[config.mk]
export PLATFORM = sky130hd
export DESIGN_NAME = alu_issue_queue
export DESIGN_NICKNAME = d
export VERILOG_FILES = /design/src/rtl/alu_issue_queue.sv
export SDC_FILE = /design/constraint.sdc
export NUM_CORES = 2
export LEC_CHECK = 0
export CORE_MARGIN = 2
export CORE_UTILIZATION = 56
export DETAILED_ROUTE_END_ITERATION = 10
export PLACE_DENSITY = 0.75
export SYNTH_ARGS = -nofsm -noshare
export SYNTH_HDL_FRONTEND = slang
export SYNTH_SLANG_ARGS = --single-unit
[constraint.sdc]
create_clock -name clk -period 2.7 [get_ports clk]
set_clock_uncertainty 0.1 [all_clocks]
set_input_delay 0.405 -clock clk [delete_from_list [all_inputs] [get_ports clk]]
set_output_delay 0.405 -clock clk [all_outputs]
set_load 0.03 [all_outputs]
[src/rtl/alu_issue_queue.sv]
// Collapsing, age-ordered ALU issue queue: holds dispatched micro-ops until both
// operands are ready, then selects the oldest ready entry. Optional macro: IQ_FAST_WAKE_EN.
module alu_issue_queue #(
  parameter int unsigned DEPTH     = 8,
  parameter int unsigned WAKE_NUM  = 2,
  parameter int unsigned ROB_AW    = 6,
  parameter int unsigned PAYLOAD_W = 64
) (
  input  logic                         clk,
  input  logic                         resetn,
  input  logic                         flush,
  input  logic                         disp_valid,
  output logic                         disp_ready,
  input  logic [ROB_AW-1:0]            disp_dst,
  input  logic [ROB_AW-1:0]            disp_r1,
  input  logic [ROB_AW-1:0]            disp_r2,
  input  logic                         disp_rdy1,
  input  logic                         disp_rdy2,
  input  logic [31:0]                  disp_src1,
  input  logic [31:0]                  disp_src2,
  input  logic [PAYLOAD_W-1:0]         disp_payload,
  input  logic [WAKE_NUM-1:0]          wake_valid,
  input  logic [WAKE_NUM*ROB_AW-1:0]   wake_id,
  output logic                         iss_valid,
  input  logic                         iss_ready,
  output logic [ROB_AW-1:0]            iss_dst,
  output logic [ROB_AW-1:0]            iss_r1,
  output logic [ROB_AW-1:0]            iss_r2,
  output logic [31:0]                  iss_src1,
  output logic [31:0]                  iss_src2,
  output logic                         iss_fwd_en1,
  output logic                         iss_fwd_en2,
  output logic [PAYLOAD_W-1:0]         iss_payload,
  output logic [$clog2(DEPTH+1)-1:0]   count
);

  localparam int unsigned CW = $clog2(DEPTH + 1);
  localparam int unsigned IW = (DEPTH > 1) ? $clog2(DEPTH) : 1;

  // Entry storage, index 0 is the oldest
  logic                 q_valid   [DEPTH];
  logic [ROB_AW-1:0]    q_dst     [DEPTH];
  logic [ROB_AW-1:0]    q_r1      [DEPTH];
  logic [ROB_AW-1:0]    q_r2      [DEPTH];
  logic                 q_rdy1    [DEPTH];
  logic                 q_rdy2    [DEPTH];
  logic                 q_fwd1    [DEPTH];
  logic                 q_fwd2    [DEPTH];
  logic [31:0]          q_src1    [DEPTH];
  logic [31:0]          q_src2    [DEPTH];
  logic [PAYLOAD_W-1:0] q_payload [DEPTH];
  logic [CW-1:0]        count_q;

  // Post-wake view of each entry, with one extra invalid slot feeding the top on a shift
  logic                 w_valid   [DEPTH+1];
  logic [ROB_AW-1:0]    w_dst     [DEPTH+1];
  logic [ROB_AW-1:0]    w_r1      [DEPTH+1];
  logic [ROB_AW-1:0]    w_r2      [DEPTH+1];
  logic                 w_rdy1    [DEPTH+1];
  logic                 w_rdy2    [DEPTH+1];
  logic                 w_fwd1    [DEPTH+1];
  logic                 w_fwd2    [DEPTH+1];
  logic [31:0]          w_src1    [DEPTH+1];
  logic [31:0]          w_src2    [DEPTH+1];
  logic [PAYLOAD_W-1:0] w_payload [DEPTH+1];

  logic                 n_valid   [DEPTH];
  logic [ROB_AW-1:0]    n_dst     [DEPTH];
  logic [ROB_AW-1:0]    n_r1      [DEPTH];
  logic [ROB_AW-1:0]    n_r2      [DEPTH];
  logic                 n_rdy1    [DEPTH];
  logic                 n_rdy2    [DEPTH];
  logic                 n_fwd1    [DEPTH];
  logic                 n_fwd2    [DEPTH];
  logic [31:0]          n_src1    [DEPTH];
  logic [31:0]          n_src2    [DEPTH];
  logic [PAYLOAD_W-1:0] n_payload [DEPTH];
  logic [CW-1:0]        count_n;

  logic          hit1 [DEPTH];
  logic          hit2 [DEPTH];
  logic          elig [DEPTH];
  logic          disp_hit1;
  logic          disp_hit2;
  logic [IW-1:0] sel;
  logic          issue_fire;
  logic          disp_fire;
  logic [CW-1:0] wr_idx;

  assign disp_ready = (count_q < CW'(DEPTH)) && !flush;
  assign disp_fire  = disp_valid && disp_ready;
  assign issue_fire = iss_valid && iss_ready && !flush;
  assign wr_idx     = issue_fire ? (count_q - CW'(1)) : count_q;
  assign count      = count_q;

  // Wake tag compare against every stored source and the incoming dispatch
  always_comb begin
    disp_hit1 = 1'b0;
    disp_hit2 = 1'b0;
    for (int i = 0; i < int'(DEPTH); i++) begin
      hit1[i] = 1'b0;
      hit2[i] = 1'b0;
    end
    for (int k = 0; k < int'(WAKE_NUM); k++) begin
      if (wake_valid[k]) begin
        if (wake_id[k*ROB_AW +: ROB_AW] == disp_r1) disp_hit1 = 1'b1;
        if (wake_id[k*ROB_AW +: ROB_AW] == disp_r2) disp_hit2 = 1'b1;
        for (int i = 0; i < int'(DEPTH); i++) begin
          if (wake_id[k*ROB_AW +: ROB_AW] == q_r1[i]) hit1[i] = 1'b1;
          if (wake_id[k*ROB_AW +: ROB_AW] == q_r2[i]) hit2[i] = 1'b1;
        end
      end
    end
  end

  // Oldest-ready select
  always_comb begin
    sel       = '0;
    iss_valid = 1'b0;
    for (int i = 0; i < int'(DEPTH); i++) begin
`ifdef IQ_FAST_WAKE_EN
      elig[i] = q_valid[i] && (q_rdy1[i] || hit1[i]) && (q_rdy2[i] || hit2[i]);
`else
      elig[i] = q_valid[i] && q_rdy1[i] && q_rdy2[i];
`endif
      if (elig[i] && !iss_valid) begin
        iss_valid = 1'b1;
        sel       = IW'(i);
      end
    end
  end

  assign iss_dst     = q_dst[sel];
  assign iss_r1      = q_r1[sel];
  assign iss_r2      = q_r2[sel];
  assign iss_src1    = q_src1[sel];
  assign iss_src2    = q_src2[sel];
  assign iss_fwd_en1 = q_fwd1[sel];
  assign iss_fwd_en2 = q_fwd2[sel];
  assign iss_payload = q_payload[sel];

  // Next state: apply wakes, collapse over the issued slot, insert dispatch, then flush
  always_comb begin
    for (int i = 0; i < int'(DEPTH); i++) begin
      w_valid[i]   = q_valid[i];
      w_dst[i]     = q_dst[i];
      w_r1[i]      = q_r1[i];
      w_r2[i]      = q_r2[i];
      w_rdy1[i]    = q_rdy1[i] | hit1[i];
      w_rdy2[i]    = q_rdy2[i] | hit2[i];
      w_fwd1[i]    = q_fwd1[i];
      w_fwd2[i]    = q_fwd2[i];
      w_src1[i]    = q_src1[i];
      w_src2[i]    = q_src2[i];
      w_payload[i] = q_payload[i];
    end
    w_valid[DEPTH]   = 1'b0;
    w_dst[DEPTH]     = '0;
    w_r1[DEPTH]      = '0;
    w_r2[DEPTH]      = '0;
    w_rdy1[DEPTH]    = 1'b0;
    w_rdy2[DEPTH]    = 1'b0;
    w_fwd1[DEPTH]    = 1'b0;
    w_fwd2[DEPTH]    = 1'b0;
    w_src1[DEPTH]    = '0;
    w_src2[DEPTH]    = '0;
    w_payload[DEPTH] = '0;

    for (int i = 0; i < int'(DEPTH); i++) begin
      if (issue_fire && (IW'(i) >= sel)) begin
        n_valid[i]   = w_valid[i+1];
        n_dst[i]     = w_dst[i+1];
        n_r1[i]      = w_r1[i+1];
        n_r2[i]      = w_r2[i+1];
        n_rdy1[i]    = w_rdy1[i+1];
        n_rdy2[i]    = w_rdy2[i+1];
        n_fwd1[i]    = w_fwd1[i+1];
        n_fwd2[i]    = w_fwd2[i+1];
        n_src1[i]    = w_src1[i+1];
        n_src2[i]    = w_src2[i+1];
        n_payload[i] = w_payload[i+1];
      end else begin
        n_valid[i]   = w_valid[i];
        n_dst[i]     = w_dst[i];
        n_r1[i]      = w_r1[i];
        n_r2[i]      = w_r2[i];
        n_rdy1[i]    = w_rdy1[i];
        n_rdy2[i]    = w_rdy2[i];
        n_fwd1[i]    = w_fwd1[i];
        n_fwd2[i]    = w_fwd2[i];
        n_src1[i]    = w_src1[i];
        n_src2[i]    = w_src2[i];
        n_payload[i] = w_payload[i];
      end
      if (disp_fire && (CW'(i) == wr_idx)) begin
        n_valid[i]   = 1'b1;
        n_dst[i]     = disp_dst;
        n_r1[i]      = disp_r1;
        n_r2[i]      = disp_r2;
        n_rdy1[i]    = disp_rdy1 | disp_hit1;
        n_rdy2[i]    = disp_rdy2 | disp_hit2;
        n_fwd1[i]    = !disp_rdy1;
        n_fwd2[i]    = !disp_rdy2;
        n_src1[i]    = disp_src1;
        n_src2[i]    = disp_src2;
        n_payload[i] = disp_payload;
      end
      if (flush) n_valid[i] = 1'b0;
    end

    count_n = count_q + CW'(disp_fire) - CW'(issue_fire);
    if (flush) count_n = '0;
  end

  always_ff @(posedge clk or negedge resetn) begin
    if (!resetn) begin
      count_q <= '0;
      for (int i = 0; i < int'(DEPTH); i++) begin
        q_valid[i]   <= 1'b0;
        q_dst[i]     <= '0;
        q_r1[i]      <= '0;
        q_r2[i]      <= '0;
        q_rdy1[i]    <= 1'b0;
        q_rdy2[i]    <= 1'b0;
        q_fwd1[i]    <= 1'b0;
        q_fwd2[i]    <= 1'b0;
        q_src1[i]    <= '0;
        q_src2[i]    <= '0;
        q_payload[i] <= '0;
      end
    end else begin
      count_q <= count_n;
      for (int i = 0; i < int'(DEPTH); i++) begin
        q_valid[i]   <= n_valid[i];
        q_dst[i]     <= n_dst[i];
        q_r1[i]      <= n_r1[i];
        q_r2[i]      <= n_r2[i];
        q_rdy1[i]    <= n_rdy1[i];
        q_rdy2[i]    <= n_rdy2[i];
        q_fwd1[i]    <= n_fwd1[i];
        q_fwd2[i]    <= n_fwd2[i];
        q_src1[i]    <= n_src1[i];
        q_src2[i]    <= n_src2[i];
        q_payload[i] <= n_payload[i];
      end
    end
  end

endmodule

==> results.yml <==
status:
  status: "finished with violations"
  violations: "negative setup slack"
global_route:
  grt_pass1_vias: 58800
  grt_max_degree: 99
  grt_pass1_wl_microns: 363000
  grt_overflow: 0
  antenna_found_initial: 4
  grt_usage: 0.366
synthesis:
  async_flop_share: 1.00
  syn_area_sq_um: 70300
  synth.avg_cell_area_sq_um: 11.0
  postSynthCellCount: 6416
  ys_ff_latch: 1212
  ys_seq_area_frac: 0.431
  synth_ff_type: "dfrtp_1"
  yosys_warnings: 0
  synth_edf_count: 0
  synth_cell_types: 52
  syn-num-nets: 6591
sta:
  setup_violations: 1341
  finalCriticalPeriod_ns: 4.00
  tightest_slew_ns: 1.05
  clock.fmax_mhz: 250
  rsz0062_at_grt: "yes"
  fin_tns_setup_ns: -409.18
  maxSlewHeadroom: 0.291
  period_share: 1.48
  finalHoldViolCount: 0
  fin_ws_ns: -1.30
  final_max_slew_viol_count: 0
cts:
  cts_htree_levels: 4
  cts_tree: "done"
  cts-root-buf: "clkbuf_16"
  cts_buffers: 136
  clock_sinks: 1212
  clk_path_buf_depth: 3
  cts.clk_slew.worst_paths_ns: 0.06
  clk_latency_ns: 0.80
pwr:
  p_leak_nw: 45.7
  p_total_w: 0.0748
  power_density_nw_per_um2: 861
  peakVddDrop_v: 0.000795
worst_setup_path:
  cp_data_required_time_ns: 2.19
  worstSetupPathType: "reg2out"
  critical-path-top-delay-family: "simple AND/OR/NAND/NOR gates"
  crit_path_end_kind: "primary output"
  cpMaxStageDelayCell: "a2111o_1"
  crit_path_cell_trace: "and3_4 > nor4_4 > nand3_4 > nand2_8 > buf_12 > buf_12 > buf_6 > mux2_4 > a2111o_1 > buf_6"
  max_stage_delay_ns: 0.48
  start_kind: "flop"
  worst-path-max-fanout: 6
  critPathArrivalTime_ns: 3.50
  critPathBufInv: 4
hold_path:
  hold_path_class: "in2async"
route:
  antenna_left: 0
  drt-initial-drc-count: 7096
  drc: 0
  wl_per_cell_microns: 28.0
  vias: 58400
  first_pass_iters: 6
  via_per_inst: 6.72
  wl_microns: 243000
final_layout:
  final_cell_mix: "mux2i_1 (2232), dfrtp_1 (1210), a21oi_1 (460)"
  syn_to_final_growth_pct: 23.6
  fill_cells: 8720
  final_common_cell: "mux2i_1"
  fin_nets: 7121
  drive_gt1_frac: 0.177
floorplan:
  die_w_microns: 358
  die_y_microns: 358
  start_util: 0.566
  core_sq_um: 124000
  ios: 321
  row_count: 129
  fp.dieArea_sq_um: 128000
placement:
  gp_congestion: 0.947
  port-buffer-count: 320
  pre_cts_slack_ns: -0.734
  hpwl_microns: 153000
job:
  cap_violations: 0
[layout make-up]
type / count / area, sq um / area share
Inverter: 152 / 571 / 0.00657
Timing Repair Buffer: 974 / 12200 / 0.140
Multi-Input combinational cell: 4470 / 37100 / 0.427
Clock buffer: 202 / 4070 / 0.0469
Antenna cell: 2 / 5.00 / 0.0000576
Clock inverter: 42 / 583 / 0.00671
Sequential cell: 1212 / 30300 / 0.349
Tap cell: 1637 / 2050 / 0.0236
[cell usage after synthesis, drive strengths merged (2+ instances only)]
library cell / count / area share
ha: 7 / 0.0012
o22ai: 2 / 0.00018
and2: 2 / 0.00018
and3: 6 / 0.00053
inv: 152 / 0.0081
nand2b: 3 / 0.00027
a2111o: 136 / 0.022
nand3: 468 / 0.033
or4: 12 / 0.0013
o31ai: 3 / 0.00039
nor4: 38 / 0.0035
o21ai: 467 / 0.033
or2: 4 / 0.00036
o31a: 2 / 0.00025
clkbuf: 321 / 0.017
dfrtp: 1212 / 0.43
a21oi: 467 / 0.033
a41o: 2 / 0.00028
or3: 3 / 0.00027
xor2: 112 / 0.014
nor2: 8 / 0.00053
buf: 261 / 0.027
mux2: 147 / 0.024
nor3: 17 / 0.0012
nor2b: 4 / 0.00036
nand4: 36 / 0.0032
mux2i: 2244 / 0.32
xnor2: 106 / 0.013
nand2: 163 / 0.0087
[report_power, final]
part / switching [W] / total, W / internal (W) / leakage (nW)
Combinational: 0.0130 / 0.0253 / 0.0123 / 27.5
Sequential: 0.00553 / 0.0298 / 0.0243 / 15.9
Clock: 0.00797 / 0.0196 / 0.0117 / 2.30
Total: 0.0265 / 0.0748 / 0.0483 / 45.7
[registers in the layout, indices dropped and copies added, names as in the netlist]
register   flops
q_rdy1         8
q_fwd1         8
count          4
q_valid        8
q_payload    512
q_src1       256
q_r1          48
q_dst         48
q_src2       256
q_fwd2         8
q_rdy2         8
q_r2          48
[worst paths after layout]
kind | startpoint | to | slack (ns) | cells past startpoint
max | q_valid[5]$_DFFE_PN0P_ | iss_payload[0] | -1.30 | 10
min | resetn | q_src1[238]$_DFFE_PN0P_ | 0.09 | 2
max reg2reg | q_rdy1[5]$_DFF_PN0_ | q_payload[371]$_DFFE_PN0P_ | -0.36 | 15
min reg2reg | q_payload[27]$_DFFE_PN0P_ | q_payload[27]$_DFFE_PN0P_ | 0.45 | 2
max in group asynchronous | resetn | q_payload[85]$_DFFE_PN0P_ | 1.37 | 3
min in group clk | disp_src1[16] | q_src1[208]$_DFFE_PN0P_ | 0.25 | 3
[routing by layer]
| metal | global-route usage | share of wire |
|---|---|---|
| met3 | 0.0773 | 0.10 |
| met2 | 0.556 | 0.45 |
| met1 | 0.506 | 0.40 |
| met5 | 0 | 0.000033 |
| met4 | 0.166 | 0.045 |
[through the flow]
stage	std cells	util	instance area [sq um]	hold WS (ns)
2_1_floorplan	6416	-	70400	0.00941
3_3_place_gp	8355	0.641	79600	0.305
3_5_place_dp	8355	0.641	79600	0.306
4_1_cts	8641	0.688	85400	0.0954
5_1_grt	8691	0.700	86900	0.114
6_report	8691	0.700	86900	0.0896
[what timing repair did]
item                       in CTS  in global routing
hold endpoints to repair      432                  0
gates cloned                    7                 16
pin swaps                      66                 74
setup endpoints to repair    1360               1361
setup buffers                  36                 39
gates resized for setup       274                208
hold buffers                    1                  0
[logic make-up after synthesis]
logic type,Yosys count,share of synthesized area
DFF,1212,0.431
and+or+nand+nor,765,0.0539
adders and majority gates,8,0.00153
xor gates and xnor gates,218,0.0272
AOI/OAI and AO/OA,1088,0.0908
muxes,2391,0.343
buffers and inverters,734,0.0521
No activity file was read; power rests on OpenSTA's default activity.
